`src/rtl/vm1_tve_bus.sv`:
```
// Bus front end for the VM1 on-chip timer.
// Maps the timer limit, counter and CSR registers onto a Wishbone slave port.
// It also answers CPU vector fetches for the timer interrupt.
//
// Ports
//   tve_clk, tve_reset              clock, asynchronous active-high reset
//   wb_*                            Wishbone slave (16-bit, byte lanes via wb_sel_i)
//   tve_din / tve_dout              write data to / read data from the timer
//   tve_{csr,cnt,lim}_oe            one-cycle timer read selects
//   tve_{csr,lim}_wr                one-cycle timer write strobes
//   tve_irq / tve_ack               timer interrupt request / acknowledge pulse
//   vec_irq_o, vec_stb_i,
//   vec_ack_o, vec_dat_o            CPU interrupt request and vector-fetch handshake
//
// Bus FSM
//   state   | meaning
//   B_IDLE  | waiting for a decoded strobe; latches the request
//   B_READ  | one OE cycle; timer data captured at the end
//   B_WRITE | one write-strobe cycle with tve_din valid
//   B_ACK   | single-cycle wb_ack_o
//   B_WAIT  | holds until the master drops wb_stb_i
//
// Interrupt FSM
//   state   | meaning
//   V_IDLE  | passes tve_irq to the CPU, waits for a vector fetch
//   V_ACK   | single-cycle vector acknowledge with vector on vec_dat_o
//   V_WAIT  | holds until the CPU drops vec_stb_i

module vm1_tve_bus #(
    parameter logic [15:0] TVE_BASE = 16'o177706,
    parameter logic [15:0] TVE_VEC  = 16'o000270
) (
    input  logic        tve_clk,
    input  logic        tve_reset,
    input  logic [15:0] wb_adr_i,
    input  logic [15:0] wb_dat_i,
    output logic [15:0] wb_dat_o,
    input  logic        wb_cyc_i,
    input  logic        wb_stb_i,
    input  logic        wb_we_i,
    input  logic [1:0]  wb_sel_i,
    output logic        wb_ack_o,
    output logic [15:0] tve_din,
    input  logic [15:0] tve_dout,
    output logic        tve_csr_oe,
    output logic        tve_cnt_oe,
    output logic        tve_lim_oe,
    output logic        tve_csr_wr,
    output logic        tve_lim_wr,
    input  logic        tve_irq,
    output logic        tve_ack,
    output logic        vec_irq_o,
    input  logic        vec_stb_i,
    output logic        vec_ack_o,
    output logic [15:0] vec_dat_o
);

    localparam logic [15:0] ADR_LIM = TVE_BASE;
    localparam logic [15:0] ADR_CNT = TVE_BASE + 16'd2;
    localparam logic [15:0] ADR_CSR = TVE_BASE + 16'd4;

    typedef enum logic [1:0] {REG_LIM, REG_CNT, REG_CSR, REG_NONE} reg_t;
    typedef enum logic [2:0] {B_IDLE, B_READ, B_WRITE, B_ACK, B_WAIT} bus_state_t;
    typedef enum logic [1:0] {V_IDLE, V_ACK, V_WAIT} vec_state_t;

    bus_state_t bus_state, bus_next;
    vec_state_t vec_state, vec_next;
    reg_t       dec, reg_q;
    logic       hit;
    logic       we_q;
    logic [1:0] sel_q;
    logic [15:0] dat_q;

    // Byte address bit 0 never takes part in decode.
    logic unused_adr0;
    assign unused_adr0 = wb_adr_i[0];

    always_comb begin
        dec = REG_NONE;
        if (wb_adr_i[15:1] == ADR_LIM[15:1])
            dec = REG_LIM;
        else if (wb_adr_i[15:1] == ADR_CNT[15:1])
            dec = REG_CNT;
        else if (wb_adr_i[15:1] == ADR_CSR[15:1])
            dec = REG_CSR;
    end

    assign hit = wb_cyc_i & wb_stb_i & (dec != REG_NONE);

    always_ff @(posedge tve_clk or posedge tve_reset) begin
        if (tve_reset) begin
            bus_state <= B_IDLE;
            reg_q     <= REG_NONE;
            we_q      <= 1'b0;
            sel_q     <= 2'b00;
            dat_q     <= 16'h0000;
            wb_dat_o  <= 16'h0000;
            tve_din   <= 16'h0000;
        end else begin
            bus_state <= bus_next;
            if (bus_state == B_IDLE && hit) begin
                reg_q <= dec;
                we_q  <= wb_we_i;
                sel_q <= wb_sel_i;
                dat_q <= wb_dat_i;
                // Word writes skip READ, so tve_din is loaded directly here.
                if (wb_we_i && wb_sel_i == 2'b11)
                    tve_din <= wb_dat_i;
            end
            if (bus_state == B_READ) begin
                wb_dat_o <= tve_dout;
                // Byte-write merge: unselected lanes keep the register's current value.
                tve_din  <= {sel_q[1] ? dat_q[15:8] : tve_dout[15:8],
                             sel_q[0] ? dat_q[7:0]  : tve_dout[7:0]};
            end
        end
    end

    always_comb begin
        bus_next   = bus_state;
        tve_lim_oe = 1'b0;
        tve_cnt_oe = 1'b0;
        tve_csr_oe = 1'b0;
        tve_lim_wr = 1'b0;
        tve_csr_wr = 1'b0;
        wb_ack_o   = 1'b0;
        case (bus_state)
            B_IDLE: begin
                if (hit)
                    bus_next = (wb_we_i && wb_sel_i == 2'b11) ? B_WRITE : B_READ;
            end
            B_READ: begin
                tve_lim_oe = (reg_q == REG_LIM);
                tve_cnt_oe = (reg_q == REG_CNT);
                tve_csr_oe = (reg_q == REG_CSR);
                bus_next   = we_q ? B_WRITE : B_ACK;
            end
            B_WRITE: begin
                // The counter has no write strobe; such writes are acked and dropped.
                tve_lim_wr = (reg_q == REG_LIM);
                tve_csr_wr = (reg_q == REG_CSR);
                bus_next   = B_ACK;
            end
            B_ACK: begin
                wb_ack_o = 1'b1;
                bus_next = B_WAIT;
            end
            B_WAIT: begin
                if (!wb_stb_i)
                    bus_next = B_IDLE;
            end
            default: bus_next = B_IDLE;
        endcase
    end

    always_ff @(posedge tve_clk or posedge tve_reset) begin
        if (tve_reset)
            vec_state <= V_IDLE;
        else
            vec_state <= vec_next;
    end

    always_comb begin
        vec_next  = vec_state;
        vec_irq_o = 1'b0;
        vec_ack_o = 1'b0;
        tve_ack   = 1'b0;
        vec_dat_o = 16'h0000;
        case (vec_state)
            V_IDLE: begin
                vec_irq_o = tve_irq & ~tve_reset;
                if (vec_stb_i && tve_irq)
                    vec_next = V_ACK;
            end
            V_ACK: begin
                vec_ack_o = 1'b1;
                tve_ack   = 1'b1;
                vec_dat_o = TVE_VEC;
                vec_next  = V_WAIT;
            end
            V_WAIT: begin
                if (!vec_stb_i)
                    vec_next = V_IDLE;
            end
            default: vec_next = V_IDLE;
        endcase
    end

endmodule

```
`config.mk`:
```
export PLATFORM = sky130hd
export DESIGN_NAME = vm1_tve_bus
export DESIGN_NICKNAME = d
export VERILOG_FILES = /design/src/rtl/vm1_tve_bus.sv
export SDC_FILE = /design/constraint.sdc
export NUM_CORES = 1
export LEC_CHECK = 0
export CAP_MARGIN = 0
export CORE_ASPECT_RATIO = 0.75
export CORE_UTILIZATION = 46
export CTS_BUF_LIST = sky130_fd_sc_hd__clkbuf_8
export DETAILED_ROUTE_END_ITERATION = 12
export GPL_TIMING_DRIVEN = 0
export HOLD_SLACK_MARGIN = 0.05
export PLACE_DENSITY_LB_ADDON = 0.15
export SYNTH_ARGS = -nofsm -noshare
export SYNTH_HDL_FRONTEND = slang
export SYNTH_SLANG_ARGS = --single-unit
```
`constraint.sdc`:
```
create_clock -name tve_clk -period 2.6 [get_ports tve_clk]
set_clock_uncertainty 0.05 [all_clocks]
set_input_delay 0.52 -clock tve_clk [delete_from_list [all_inputs] [get_ports tve_clk]]
set_output_delay 0.52 -clock tve_clk [all_outputs]
set_load 0.005 [all_outputs]
```
==> flow_metrics.env, run 1 <==
export IMPL_status="completed"
export IMPL_tns_ns=0
export IMPL_whs_ns=0.425
export IMPL_dpl_cell_area_mm2=0.00423
export IMPL_critPathArrivalTime_ns=2.75
export IMPL_vias=2865
export IMPL_cts_tree="done"
export IMPL_leakagePower_nw=2.02
export IMPL_dp_slack_ns=-0.508
export IMPL_path_cells="clkdlybuf4s50_1 -> or4b_4 -> or4_4 -> buf_6 -> nor4b_4 -> mux2_4"
export IMPL_hold_path_class="flop to flop"
export IMPL_slew_viol_final=0
export IMPL_cp_start_kind="input pin"
export IMPL_crit_required_ns=2.81
export IMPL_max_freq_ghz=0.393
export IMPL_cts_buffer_depth=2
export IMPL_clock_latency_ns=0.33
export IMPL_crit_path_start="wb_adr_i[9]"
export IMPL_tightest_slew_ns=0.744
export IMPL_synthToLayoutAreaGrowth_pct=46.1
export IMPL_routed_wl_um=8720
export IMPL_yosysWarningCount=0
export IMPL_syn_area_per_cell_um2=9.78
export IMPL_place_inst=507
export IMPL_synthCells=314
export IMPL_h_tree_depth=3
export IMPL_grt_ovfl_total=0
export IMPL_postLayoutCellArea_mm2=0.00449
export IMPL_worst_slack_ns=0.0563
export IMPL_final_nets=495
export IMPL_first_pass_iters=5
export IMPL_dieWidth_um=96.3
export IMPL_finalSetupViolations=0
export IMPL_via_per_inst=5.47
export IMPL_dp_hpwl_um=6200
export IMPL_drc_errors=0
export IMPL_gp_congestion=0.869
export IMPL_rsz0062_at_grt="no"
export IMPL_path_delay_family="simple AND/OR/NAND/NOR gates"
export IMPL_utilization=0.703
export IMPL_rows=25
export IMPL_grt_first_pass_wirelength_um=13700
export IMPL_hold_viol=0
export IMPL_r2r_start="bus_state[0]$_DFFE_PP0P_"
export IMPL_root_buffer="clkbuf_8"
export IMPL_min_from="wb_dat_o[2]$_DFFE_PP0P_"
export IMPL_max_slew_margin=0.504
export IMPL_grt_usage=0.264
export IMPL_max_cap_viol_count=0
export IMPL_fp_dieH_um=72.8
export IMPL_die_area_mm2=0.00701
export IMPL_cts_buffers=9
export IMPL_io_buffers=100
export IMPL_drt_iter0_markers=165
export IMPL_critical_path_max_stage_delay_ns=0.49
export IMPL_grt_pass1_vias=2825
export IMPL_critPathSlowestCell="or4b_4"
export IMPL_start_util=0.481
export IMPL_end_kind="flop"
export IMPL_synth_area_mm2=0.00307
export IMPL_cts_sinks=58
export IMPL_grt_max_degree=33
export IMPL_routedWlPerCell_um=16.6
export IMPL_core_area_mm2=0.00638
export IMPL_hold_buffers=0
export IMPL_ys_ff_latch=58
export IMPL_fin_crit_ns=2.54
export IMPL_drive_gt1_frac=0.172
export IMPL_num_antenna_cells=0
export IMPL_ioPinCount=114
export IMPL_antenna_found_initial=0
export IMPL_postRouteAntennaNets=0
export IMPL_timing_critical_path_buf_inv=2
export IMPL_total_power_mw=3.77
export IMPL_p_per_area_mw_per_mm2=840
export IMPL_ys_types=42
export IMPL_path_max_fanout=8
export IMPL_min_period_over_period=0.978
export IMPL_seq_area_frac_synth=0.474
export IMPL_instances_no_fill=524
export IMPL_peakVddDrop_mv=0.417
export IMPL_criticalPathCategory="input pin to flop"
export IMPL_clk_pin_slew_worst_paths_ns=0.06
[placed cells by master (no fill, tap or decap), drive strengths merged, types with 4 or more instances in the layout]
cell,count
mux2,21
buf,29
clkbuf,23
mux2i,16
conb,12
dfrtp,56
nor2,4
a31oi,16
nand2,50
a22oi,16
nor4b,4
inv,21
o21ai,17
nor3,4
nor4,18
clkdlybuf4s50,97
nand4b,4
[what timing repair did]
action | 4_1_cts | 5_1_grt
gates resized for setup | 10 | 16
pin swaps | 1 | 2
setup buffers | 2 | 2
endpoints found under the setup margin | 19 | 14
[worst min-delay path, cell delays in order (launching register included)]
cell and delay [ns]:
dfrtp_1 0.34, nand2_1 0.05, nand2_1 0.05
[flip-flops by register name (all words and copies together) (netlist names)]
name       cells
bus_state      3
tve_din       16
we_q           1
wb_dat_o      16
reg_q          2
sel_q          2
vec_state      2
dat_q         16
[area by class of cell]
class / count / area, um^2
clock inverter: 7 / 55.1
tap: 81 / 101
multi-input combinational: 209 / 1400
timing repair buffer: 105 / 1050
clock buffer: 9 / 124
sequential: 58 / 1460
buffer: 38 / 238
fill: 506 / 1900
inverter: 17 / 63.8
[routing by layer]
layer,share of wire,vias up,GRT usage,wire [um]
met5,0,-,0,0
met2,0.46,129,0.414,4030
met4,0.013,0,0.0931,110
met1,0.45,1385,0.360,3910
met3,0.076,10,0.0635,665
li1,-,1341,-,-
[report_power, final]
part	switching, mW	internal (mW)
clock network	0.348	0.425
registers	0.163	1.18
logic	0.742	0.904
total	1.25	2.51
[cell families (layout without fill, tap and decap cells)]
family | count (synthesis) | count (layout) | synth area share
flip-flops | 58 | 58 | 0.474
buffers and inverters | 58 | 176 | 0.0949
AO/OA/AOI/OAI | 55 | 55 | 0.112
multiplexers | 37 | 37 | 0.129
other | 1 | 12 | 0.00122
AND/OR/NAND/NOR | 104 | 104 | 0.186
XOR/XNOR | 1 | 1 | 0.00285
[worst paths after layout]
check | cells past startpoint | to | slack [ns]
max | 6 | reg_q[0]$_DFFE_PP1P_ | 0.06
min | 2 | wb_dat_o[2]$_DFFE_PP0P_ | 0.42
max reg2reg | 6 | reg_q[0]$_DFFE_PP1P_ | 0.07
min reg2reg | 2 | wb_dat_o[2]$_DFFE_PP0P_ | 0.42
max in group asynchronous | 3 | bus_state[2]$_DFFE_PP0P_ | 1.33
min in group asynchronous | 2 | vec_state[0]$_DFFE_PP0P_ | 0.56
[synth_stat cells (all sizes together)]
| library cell | instances | share of area |
|---|---|---|
| conb | 1 | 0.0012 |
| nand2b | 2 | 0.0041 |
| nor2b | 2 | 0.0041 |
| or4b | 1 | 0.0045 |
| a22oi | 16 | 0.039 |
| a31o | 1 | 0.0029 |
| or4 | 1 | 0.0024 |
| nor4 | 18 | 0.039 |
| a21oi | 3 | 0.0049 |
| inv | 17 | 0.021 |
| buf | 24 | 0.053 |
| nor2 | 4 | 0.0049 |
| clkbuf | 17 | 0.021 |
| nor4bb | 1 | 0.0033 |
| or3 | 1 | 0.0020 |
| nor4b | 4 | 0.016 |
| or2 | 1 | 0.0020 |
| dfstp | 2 | 0.017 |
| nand3 | 2 | 0.0033 |
| mux2 | 21 | 0.077 |
| xor2 | 1 | 0.0029 |
| mux2i | 16 | 0.052 |
| nor3 | 4 | 0.0065 |
| nand2 | 50 | 0.061 |
| and3 | 1 | 0.0020 |
| a21o | 1 | 0.0024 |
| nor3b | 3 | 0.0073 |
| nand4b | 4 | 0.011 |
| o211ai | 1 | 0.0024 |
| dfrtp | 56 | 0.46 |
| nand3b | 1 | 0.0024 |
| o21ai | 17 | 0.028 |
| a31oi | 16 | 0.033 |
| and3b | 2 | 0.0057 |
| nand4 | 2 | 0.0041 |
No activity file was read; power rests on OpenSTA's default activity.
==> run 2, diff against run 1 <==
Settings changed: CORE_UTILIZATION 46 to 50.
Clock period 2.6 ns to 3.15 ns, I/O delays scaled along.
==> flow_metrics.env, run 2 (synthesized netlist as in run 1, its figures left out) <==
export IMPL_min_to="wb_dat_o[14]$_DFFE_PP0P_"
export IMPL_reg_top3="dat_q x16, tve_din x16, wb_dat_o x16"
export IMPL_r2r_start="bus_state[1]$_DFFE_PP0P_"
export IMPL_max_cap_viol_count=0
export IMPL_first_pass_iters=5
export IMPL_drive_gt1_frac=0.150
export IMPL_r2r_cells=6
export IMPL_min_from="wb_dat_o[14]$_DFFE_PP0P_"
export IMPL_grt_first_pass_wirelength_um=14000
export IMPL_tightest_slew_ns=0.743
export IMPL_final_common_cell="clkdlybuf4s50_1"
export IMPL_clk_pin_slew_worst_paths_ns=0.07
export IMPL_hold_path_class="flop to flop"
export IMPL_p_switching_mw=1.04
export IMPL_num_antenna_cells=0
export IMPL_instances_no_fill=519
export IMPL_end_kind="output port"
export IMPL_final_nets=493
export IMPL_path_max_fanout=10
export IMPL_swShare=0.326
export IMPL_whs_ns=0.426
export IMPL_regToRegEndpoint="tve_din[6]$_DFFE_PP0P_"
export IMPL_rsz0062_at_grt="no"
export IMPL_start_util=0.524
export IMPL_cts_setup_buffers=0
export IMPL_grt_max_degree=32
export IMPL_p_per_area_mw_per_mm2=718
export IMPL_r2r_setup_slack_ns=0.59
export IMPL_critPathArrivalTime_ns=2.31
export IMPL_criticalPathCategory="flop to output port"
export IMPL_grt_pass1_vias=2822
export IMPL_io_buffers=100
export IMPL_max_freq_ghz=0.335
export IMPL_hold_buffers=0
export IMPL_clkPwrFrac=0.236
export IMPL_root_buffer="clkbuf_8"
export IMPL_place_inst=504
export IMPL_antenna_found_initial=0
export IMPL_via_per_inst=5.57
export IMPL_grt_usage=0.283
export IMPL_cts_buffer_depth=2
export IMPL_drc_errors=0
export IMPL_critPathSlowestCell="clkdlybuf4s50_1"
export IMPL_die_area_mm2=0.00646
export IMPL_peakVddDrop_mv=0.346
export IMPL_final_cell_mix="100 x clkdlybuf4s50_1, 56 x dfrtp_1, 50 x nand2_1, 19 x mux2_2"
export IMPL_fin_crit_ns=2.99
export IMPL_cts_tree="done"
export IMPL_finalSetupViolations=0
export IMPL_core_area_mm2=0.00586
export IMPL_postRouteAntennaNets=0
export IMPL_internal_power_mw=2.15
export IMPL_dieWidth_um=92.5
export IMPL_path_cells="inv_1 -> or3_4 -> clkbuf_4 -> nor3_1 -> clkdlybuf4s50_1"
export IMPL_cts_sinks=58
export IMPL_drt_iter0_markers=182
export IMPL_min_period_over_period=0.949
export IMPL_vias=2890
export IMPL_cp_start_kind="flop"
export IMPL_leakagePower_nw=1.95
export IMPL_routed_wl_um=8480
export IMPL_h_tree_depth=3
export IMPL_ioPinCount=114
export IMPL_p_comb_frac=0.418
export IMPL_seqPwrFrac=0.346
export IMPL_dp_hpwl_um=6160
export IMPL_slew_viol_final=0
export IMPL_critical_path_max_stage_delay_ns=0.53
export IMPL_clock_latency_ns=0.34
export IMPL_hold_viol=0
export IMPL_path_delay_family="buffers and inverters"
export IMPL_status="completed"
export IMPL_max_slew_margin=0.501
export IMPL_grt_ovfl_total=0
export IMPL_cts_buffers=9
export IMPL_routedWlPerCell_um=16.3
export IMPL_fp_dieH_um=69.9
export IMPL_timing_critical_path_buf_inv=3
export IMPL_crit_required_ns=2.47
export IMPL_synthToLayoutAreaGrowth_pct=45.0
export IMPL_gp_congestion=0.908
export IMPL_rows=24
export IMPL_hold_depth=2
## run 2: cell count changes in the layout (fill, tap and decap cells not counted), moves of 3 or more
cell             change
clkdlybuf4s50_1      +3
buf_4                -4
inv_1                -4
clkbuf_1             +5
clkbuf_2             -3
## run 2: stage by stage
step / utilization / TNS (ns) / area (um^2) / power, mW / setup WS (ns)
2_1_floorplan: - / 0 / 3110 / 1.71 / 0.697
3_3_place_gp: 0.719 / -2.54 / 4210 / 2.38 / -0.0445
3_5_place_dp: 0.722 / -0.863 / 4230 / 2.43 / -0.0941
4_1_cts: 0.760 / 0 / 4450 / 3.20 / 0.00849
5_1_grt: 0.760 / 0 / 4450 / 3.39 / 0.0457
6_report: 0.760 / 0 / 4450 / 3.20 / 0.161
## run 2: timing repair
| action | CTS | global route |
|---|---|---|
| gates resized for setup | 2 | 1 |
| gates cloned | 0 | 0 |
| setup endpoints to repair | 1 | 1 |
## run 2: worst min-delay path, delay by kind of cell, from the launching register on
| family | cells | cell delay [ns] |
|---|---|---|
| AND/OR/NAND/NOR | 2 | 0.10 |
| flip-flops | 1 | 0.34 |
## run 2: area by class of cell
cell class / count / area, um^2
Tap cell: 78 / 97.6
Multi-Input combinational cell: 209 / 1370
Clock buffer: 10 / 138
Buffer: 40 / 228
Clock inverter: 6 / 80.1
Inverter: 17 / 63.8
Timing Repair Buffer: 101 / 1020
Sequential cell: 58 / 1450
Fill cell: 437 / 1400
## run 2: per-layer routing
layer / share of wire / global-route usage
met1: 0.42 / 0.377
met3: 0.092 / 0.0839
met2: 0.47 / 0.439
met5: 0 / 0
met4: 0.015 / 0.106
## run 2: power by group through the flow
stage | Clock (mW) | Sequential [mW] | Combinational, mW
final | 0.755 | 1.10 | 1.34
after global routing | 0.794 | 1.13 | 1.46
after CTS | 0.762 | 1.10 | 1.33
after detailed placement | 0 | 1.11 | 1.32
after global placement | 0 | 1.11 | 1.27
after floorplan | 0 | 1.11 | 0.601
## run 2: how the worst max path moves through the flow
stage                                  start                       end  cells past startpoint  slack (ns)
floorplan                        wb_adr_i[4]      reg_q[0]$_DFFE_PP1P_                      5        0.70
global placement                   tve_reset  bus_state[1]$_DFFE_PP0P_                      2       -0.04
detailed placement               wb_adr_i[3]      dat_q[0]$_DFFE_PP0P_                      7       -0.09
CTS                 bus_state[2]$_DFFE_PP0P_                tve_lim_oe                      5       0.008
global route        bus_state[2]$_DFFE_PP0P_                tve_lim_oe                      5        0.05
finish              bus_state[0]$_DFFE_PP0P_                tve_lim_oe                      5        0.16
